===== config.mk =====
export PLATFORM = sky130hd
export DESIGN_NAME = wb_bootcopy16_flat
export DESIGN_NICKNAME = d
export VERILOG_FILES = /design/src/rtl/wb_bootcopy16_if.sv /design/src/rtl/wb_bootcopy16.sv /design/src/flat_wrapper.sv
export SDC_FILE = /design/constraint.sdc
export NUM_CORES = 1
export LEC_CHECK = 0
export CORE_AREA = 10 10 118 99
export CTS_BUF_LIST = sky130_fd_sc_hd__clkbuf_16
export CTS_CLUSTER_SIZE = 10
export DETAILED_ROUTE_END_ITERATION = 10
export DIE_AREA = 0 0 128 109
export PLACE_DENSITY_LB_ADDON = 0.2
export SYNTH_ARGS = -nofsm -noshare
export SYNTH_HDL_FRONTEND = slang
export SYNTH_SLANG_ARGS = --single-unit

===== constraint.sdc =====
create_clock -name clk_i -period 2.3 [get_ports clk_i]
set_clock_uncertainty 0.15 [all_clocks]
set_input_delay 0.69 -clock clk_i [delete_from_list [all_inputs] [get_ports clk_i]]
set_output_delay 0.69 -clock clk_i [all_outputs]
set_load 0.02 [all_outputs]

===== src/rtl/wb_bootcopy16_if.sv =====
// Wishbone bus bundle between the boot-copy initiator and its responder.
// Signal names keep the Wishbone initiator's view (_o leaves the initiator).
interface wb_bootcopy16_if;
  logic [15:0] wb_dat_i;
  logic [15:0] wb_dat_o;
  logic [31:0] wb_adr_o;
  logic        wb_we_o;
  logic        wb_tga_o;
  logic        wb_stb_o;
  logic        wb_cyc_o;
  logic [1:0]  wb_sel_o;
  logic        wb_ack_i;

  modport master (
    input  wb_dat_i, wb_ack_i,
    output wb_dat_o, wb_adr_o, wb_we_o, wb_tga_o, wb_stb_o, wb_cyc_o, wb_sel_o
  );

  modport slave (
    output wb_dat_i, wb_ack_i,
    input  wb_dat_o, wb_adr_o, wb_we_o, wb_tga_o, wb_stb_o, wb_cyc_o, wb_sel_o
  );
endinterface


===== src/rtl/wb_bootcopy16.sv =====
// Boot image copier: reads halfwords from a 16-bit Wishbone ROM and writes
// them to RAM, one read followed by one write per halfword. Every bus output
// and status flag is a register; the comb block only computes next values.
module wb_bootcopy16 #(
  parameter logic [31:0] SRC_BASE   = 32'h0000_0000,
  parameter logic [31:0] DST_BASE   = 32'h0000_0000,
  parameter int          LENGTH     = 8192,
  parameter int          TIMEOUT    = 255,
  parameter bit          AUTO_START = 1'b1,
  parameter logic        TGA        = 1'b0
) (
  input  logic              clk_i,
  input  logic              rst_i,
  input  logic              start_i,
  wb_bootcopy16_if.master   wb,
  output logic              busy_o,
  output logic              done_o,
  output logic              err_o
);

  localparam int          TW  = $clog2(TIMEOUT + 1);
  localparam logic [TW-1:0] TMO = TW'(TIMEOUT);
  localparam logic [15:0] LEN = 16'(LENGTH);

  typedef enum logic [2:0] {
    S_IDLE,
    S_READ,
    S_WRITE,
    S_DONE,
    S_ERR
  } state_t;

  state_t        state_q, state_d;
  logic [15:0]   offset_q, offset_d;
  logic [TW-1:0] timer_q, timer_d;
  logic [31:0]   adr_q, adr_d;
  logic [15:0]   dat_q, dat_d;
  logic          we_q, we_d;
  logic          cyc_q, cyc_d;
  logic          stb_q, stb_d;
  logic [1:0]    sel_q, sel_d;
  logic          busy_q, busy_d;
  logic          done_q, done_d;
  logic          err_q, err_d;
  // One-shot auto-start request: armed by reset, consumed by the first cycle.
  logic          auto_q, auto_d;

  logic          go;
  logic [15:0]   offset_nx;
  logic [TW-1:0] timer_inc;

  // Register every piece of state; reset returns to a quiet bus in IDLE.
  always_ff @(posedge clk_i) begin
    if (rst_i) begin
      state_q  <= S_IDLE;
      offset_q <= '0;
      timer_q  <= '0;
      adr_q    <= '0;
      dat_q    <= '0;
      we_q     <= 1'b0;
      cyc_q    <= 1'b0;
      stb_q    <= 1'b0;
      sel_q    <= 2'b00;
      busy_q   <= 1'b0;
      done_q   <= 1'b0;
      err_q    <= 1'b0;
      auto_q   <= AUTO_START;
    end else begin
      state_q  <= state_d;
      offset_q <= offset_d;
      timer_q  <= timer_d;
      adr_q    <= adr_d;
      dat_q    <= dat_d;
      we_q     <= we_d;
      cyc_q    <= cyc_d;
      stb_q    <= stb_d;
      sel_q    <= sel_d;
      busy_q   <= busy_d;
      done_q   <= done_d;
      err_q    <= err_d;
      auto_q   <= auto_d;
    end
  end

  // Next-state and next-output computation for the copy sequencer.
  always_comb begin
    state_d   = state_q;
    offset_d  = offset_q;
    timer_d   = timer_q;
    adr_d     = adr_q;
    dat_d     = dat_q;
    we_d      = we_q;
    cyc_d     = cyc_q;
    stb_d     = stb_q;
    sel_d     = sel_q;
    busy_d    = busy_q;
    done_d    = done_q;
    err_d     = err_q;
    auto_d    = 1'b0;
    go        = 1'b0;
    offset_nx = offset_q + 16'd2;
    timer_inc = timer_q + TW'(1);

    case (state_q)
      S_IDLE: go = start_i | auto_q;

      S_DONE, S_ERR: go = start_i;

      S_READ: begin
        if (wb.wb_ack_i) begin
          // Hold the fetched halfword on dat_o; it is the write data next.
          dat_d   = wb.wb_dat_i;
          state_d = S_WRITE;
          we_d    = 1'b1;
          adr_d   = DST_BASE + {16'h0000, offset_q};
          timer_d = '0;
        end else if (timer_inc == TMO) begin
          state_d = S_ERR;
          timer_d = timer_inc;
          cyc_d   = 1'b0;
          stb_d   = 1'b0;
          we_d    = 1'b0;
          sel_d   = 2'b00;
          busy_d  = 1'b0;
          err_d   = 1'b1;
        end else begin
          timer_d = timer_inc;
        end
      end

      S_WRITE: begin
        if (wb.wb_ack_i) begin
          offset_d = offset_nx;
          timer_d  = '0;
          if (offset_nx == LEN) begin
            state_d = S_DONE;
            cyc_d   = 1'b0;
            stb_d   = 1'b0;
            we_d    = 1'b0;
            sel_d   = 2'b00;
            busy_d  = 1'b0;
            done_d  = 1'b1;
          end else begin
            // Keep cyc/stb up so a zero-wait responder sees one beat per clock.
            state_d = S_READ;
            we_d    = 1'b0;
            adr_d   = SRC_BASE + {16'h0000, offset_nx};
          end
        end else if (timer_inc == TMO) begin
          state_d = S_ERR;
          timer_d = timer_inc;
          cyc_d   = 1'b0;
          stb_d   = 1'b0;
          we_d    = 1'b0;
          sel_d   = 2'b00;
          busy_d  = 1'b0;
          err_d   = 1'b1;
        end else begin
          timer_d = timer_inc;
        end
      end

      default: state_d = S_IDLE;
    endcase

    // Common entry into a fresh copy from IDLE, DONE or ERR.
    if (go) begin
      offset_d = '0;
      timer_d  = '0;
      done_d   = 1'b0;
      err_d    = 1'b0;
      if (LEN == 16'd0) begin
        // Nothing to move: report completion without touching the bus.
        state_d = S_DONE;
        busy_d  = 1'b0;
        done_d  = 1'b1;
      end else begin
        state_d = S_READ;
        busy_d  = 1'b1;
        cyc_d   = 1'b1;
        stb_d   = 1'b1;
        we_d    = 1'b0;
        sel_d   = 2'b11;
        adr_d   = SRC_BASE;
      end
    end
  end

  assign wb.wb_dat_o = dat_q;
  assign wb.wb_adr_o = adr_q;
  assign wb.wb_we_o  = we_q;
  assign wb.wb_tga_o = TGA;
  assign wb.wb_stb_o = stb_q;
  assign wb.wb_cyc_o = cyc_q;
  assign wb.wb_sel_o = sel_q;
  assign busy_o      = busy_q;
  assign done_o      = done_q;
  assign err_o       = err_q;

endmodule

===== src/flat_wrapper.sv =====
// flat-port wrapper written by rule: the top's interface ports become plain ports
module wb_bootcopy16_flat 
#(
  parameter logic [31:0] SRC_BASE   = 32'h0000_0000,
  parameter logic [31:0] DST_BASE   = 32'h0000_0000,
  parameter int          LENGTH     = 8192,
  parameter int          TIMEOUT    = 255,
  parameter bit          AUTO_START = 1'b1,
  parameter logic        TGA        = 1'b0
)
  (clk_i, rst_i, start_i, busy_o, done_o, err_o, wb_wb_dat_i, wb_wb_ack_i, wb_wb_dat_o, wb_wb_adr_o, wb_wb_we_o, wb_wb_tga_o, wb_wb_stb_o, wb_wb_cyc_o, wb_wb_sel_o);
  wb_bootcopy16_if wb_i ();
  input  logic clk_i;
  input  logic rst_i;
  input  logic start_i;
  output logic busy_o;
  output logic done_o;
  output logic err_o;
  input wire logic [$bits(wb_i.wb_dat_i)-1:0] wb_wb_dat_i;
  input wire logic [$bits(wb_i.wb_ack_i)-1:0] wb_wb_ack_i;
  output wire logic [$bits(wb_i.wb_dat_o)-1:0] wb_wb_dat_o;
  output wire logic [$bits(wb_i.wb_adr_o)-1:0] wb_wb_adr_o;
  output wire logic [$bits(wb_i.wb_we_o)-1:0] wb_wb_we_o;
  output wire logic [$bits(wb_i.wb_tga_o)-1:0] wb_wb_tga_o;
  output wire logic [$bits(wb_i.wb_stb_o)-1:0] wb_wb_stb_o;
  output wire logic [$bits(wb_i.wb_cyc_o)-1:0] wb_wb_cyc_o;
  output wire logic [$bits(wb_i.wb_sel_o)-1:0] wb_wb_sel_o;
  assign wb_i.wb_dat_i = wb_wb_dat_i;
  assign wb_i.wb_ack_i = wb_wb_ack_i;
  assign wb_wb_dat_o = wb_i.wb_dat_o;
  assign wb_wb_adr_o = wb_i.wb_adr_o;
  assign wb_wb_we_o = wb_i.wb_we_o;
  assign wb_wb_tga_o = wb_i.wb_tga_o;
  assign wb_wb_stb_o = wb_i.wb_stb_o;
  assign wb_wb_cyc_o = wb_i.wb_cyc_o;
  assign wb_wb_sel_o = wb_i.wb_sel_o;
  wb_bootcopy16 #(.SRC_BASE(SRC_BASE), .DST_BASE(DST_BASE), .LENGTH(LENGTH), .TIMEOUT(TIMEOUT), .AUTO_START(AUTO_START), .TGA(TGA)) u_core (.clk_i(clk_i), .rst_i(rst_i), .start_i(start_i), .wb(wb_i), .busy_o(busy_o), .done_o(done_o), .err_o(err_o));
endmodule

==> metrics.cfg <==
[run_status]
status = complete, no violations

[synthesis]
synth.area.top_cells = dfxtp_1 36%, buf_4 5.4%, nand2_1 5.4%
synth.distinct_cells = 59
async_flop_share = 0
yosys_warnings = 0
netlist.area_leader.share = 0.3626
ys_seq_elements = 66
synth-main-ff-cell = dfxtp_1
synth.avg_cell_area_sq_um = 8.533
post-synth-top-count-cell = dfxtp_1
syn_area_sq_um = 3643
synth_edf_count = 0
ys_seq_area_frac = 0.3626
syn_inst = 427
synth_area_leader_cell = dfxtp_1
synth_commonest_cells = 66 x dfxtp_1, 52 x nand2_1, 48 x nor2_1, 31 x a21oi_1, 26 x buf_4

[global_route]
overflow = 0
grt_pass1_vias = 3095
gr-usage-all-layers = 0.1311
grt_max_degree = 24
antenna_found_initial = 0
grt_pass1_wl_um = 15020

[timing]
finalCritPeriodShare = 0.9788
setup_viol = 0
whs_ps = 302.9
rsz0062_at_grt = yes
fmax_ghz = 0.4442
drv_slew = 0
post-route-min-period_ps = 2251
setup_ws_ps = 48.86
final-hold-violation-count = 0

[clocking]
cts.sinks = 66
clk_pin_slew_ps = 60
cts_hold_buf = 0
clk_latency_ps = 330
cts_tree = built
cts_root_buf = clkbuf_16
numCtsBuffers = 9
clockBufferDepth = 2
htreeDepth = 3

[floorplan]
die-area_sq_um = 13950
initial_core_util = 0.3889
design.core.area_sq_um = 9369
rows = 32
io_pins = 77
die_width_um = 128
die_h_um = 109

[setup_path]
worstPathArrival_ps = 2320
path_cells = buf_6 -> and4_4 -> nand4_1 -> mux2i_2 -> nor4b_4 -> a21o_4 -> mux2_4
cp_top_family = simple AND/OR/NAND/NOR gates
start_kind = flop
cp_slowest_stage_delay_ps = 360
cpMaxStageDelayCell = dfxtp_2
crit_fanout = 7
cp_num_buf_inv = 1
cp-end-kind = flop
path_class = reg -> reg
worst_ep_required_time_ps = 2370

[finish]
final_net_count = 550
fin_area_sq_um = 5046
seq_area_sq_um = 1330
areaGrowthSynthToFinish_pct = 38.50
nFillCells = 867
layout-drive-gt1-share = 0.2542
fin_cells = 650
multiInputGateArea_sq_um = 2113
n_antenna_cell = 0

[worst_hold_path]
hp-class = reg -> reg

[place]
post-place-ws_ps = -433.0
dp_cells = 628
place_area_sq_um = 4541
io_buffer_count = 58
place.gp.congestion = 0.8506
hpwl_um = 7084

[detailed_routing]
ant_nets = 0
vias = 3194
drcViolationCount = 0
firstDrtPassIters = 5
via_per_inst = 4.914
drtIter0Drc = 112
routed_wl_um = 9623
wire_per_inst_um = 14.80

[power_and_ir_drop]
total_power_uw = 3126
p_per_area_nw_per_um2 = 619.4
leakagePower_uw = 0.001927
vdd_drop_max_v = 0.0003634

[job]
drv_cap = 0

metrics by stage:
| step | util | TNS (ps) |
|---|---|---|
| 2_1_floorplan | - | 0 |
| 3_3_place_gp | 0.4846 | -10560 |
| 3_5_place_dp | 0.4846 | -12750 |
| 4_1_cts | 0.5280 | 0 |
| 5_1_grt | 0.5386 | -70.87 |
| 6_report | 0.5386 | 0 |
layer usage:
metal	wire length, um	part of all wire	vias to the layer above	track usage
met1	4617	0.48	1489	0.1653
met3	465	0.048	10	0.03542
met5	0	0	-	0
met2	4427	0.46	66	0.2088
li1	-	-	1629	-
met4	112	0.012	0	0.05297
power by group:
group | switching (uW) | internal, uW | total, uW
logic | 239 | 181 | 420
clock network | 541 | 958 | 1500
registers | 24.1 | 1180 | 1210
timing repair:
item | CTS | global route
buffers inserted | 3 | 4
pin swaps | 4 | 15
resized for setup | 14 | 20
setup endpoints to repair | 22 | 41
flip-flops by register name (all words and copies together), names as in the netlist, 2 cells and up:
| register | count |
|---|---|
| u_core.wb.wb_dat_o | 16 |
| u_core.wb.wb_adr_o | 15 |
| u_core.state_q | 3 |
| u_core.wb.wb_sel_o | 2 |
| u_core.timer_q | 8 |
| u_core.offset_q | 15 |
worst reg2reg max path, cell delays in order, from the launching register on:
cell     delay [ps]
dfxtp_2         360
buf_6           120
and4_4          260
nand4_1         190
mux2i_2         230
nor4b_4         290
a21o_4          230
mux2_4          310
layout by cell type, fill, tap and decap left out, types with 3 or more instances in the layout:
cell | synthesis | layout
and2_1 | 6 | 6
nor3_2 | 3 | 3
o21ai_0 | 8 | 8
a211oi_2 | 10 | 12
clkdlybuf4s50_1 | 0 | 57
a31oi_1 | 4 | 4
dfxtp_1 | 66 | 59
xor2_1 | 18 | 18
and3_1 | 5 | 4
inv_1 | 13 | 13
or3_1 | 7 | 5
nand3_1 | 11 | 10
nand2_1 | 52 | 51
nand4_1 | 7 | 7
nor3_1 | 6 | 5
buf_4 | 26 | 60
xnor2_1 | 17 | 17
dfxtp_2 | 0 | 7
a21oi_1 | 31 | 31
a211oi_1 | 17 | 15
nor2_1 | 48 | 48
nand3b_1 | 4 | 4
clkbuf_16 | 0 | 9
conb_1 | 1 | 18
mux2_4 | 0 | 3
logic make-up (layout without fill, tap and decap cells):
| family | count (synthesis) | count (layout) | share of synthesized area |
|---|---|---|---|
| AO/OA/AOI/OAI | 86 | 86 | 0.1782 |
| XOR/XNOR | 35 | 35 | 0.08413 |
| adder cells (fa/ha/maj) | 4 | 4 | 0.01374 |
| buffers and inverters | 65 | 152 | 0.1106 |
| flip-flops | 66 | 66 | 0.3626 |
| multiplexers | 5 | 5 | 0.01477 |
| other | 1 | 18 | 0.001029 |
| AND/OR/NAND/NOR | 165 | 165 | 0.2349 |
worst paths after layout:
check	startpoint	endpoint	slack, ps	depth (start not counted)
worst max-delay path	u_core.offset_q[1]	u_core.wb.wb_adr_o[15]	50	7
worst min-delay path	u_core.wb.wb_dat_o[10]	u_core.wb.wb_dat_o[10]	300	2
worst max register to register	u_core.offset_q[1]	u_core.wb.wb_adr_o[15]	50	7
worst min register to register	u_core.wb.wb_dat_o[10]	u_core.wb.wb_dat_o[10]	300	2
final cells by class:
class	count	share of cell area
timing repair buffer	121	0.2125
inverter	15	0.01116
clock inverter	7	0.01984
multi-input combinational	313	0.4188
clock buffer	9	0.04463
tap	119	0.02951
sequential	66	0.2636
No activity file was read; power rests on OpenSTA's default activity.
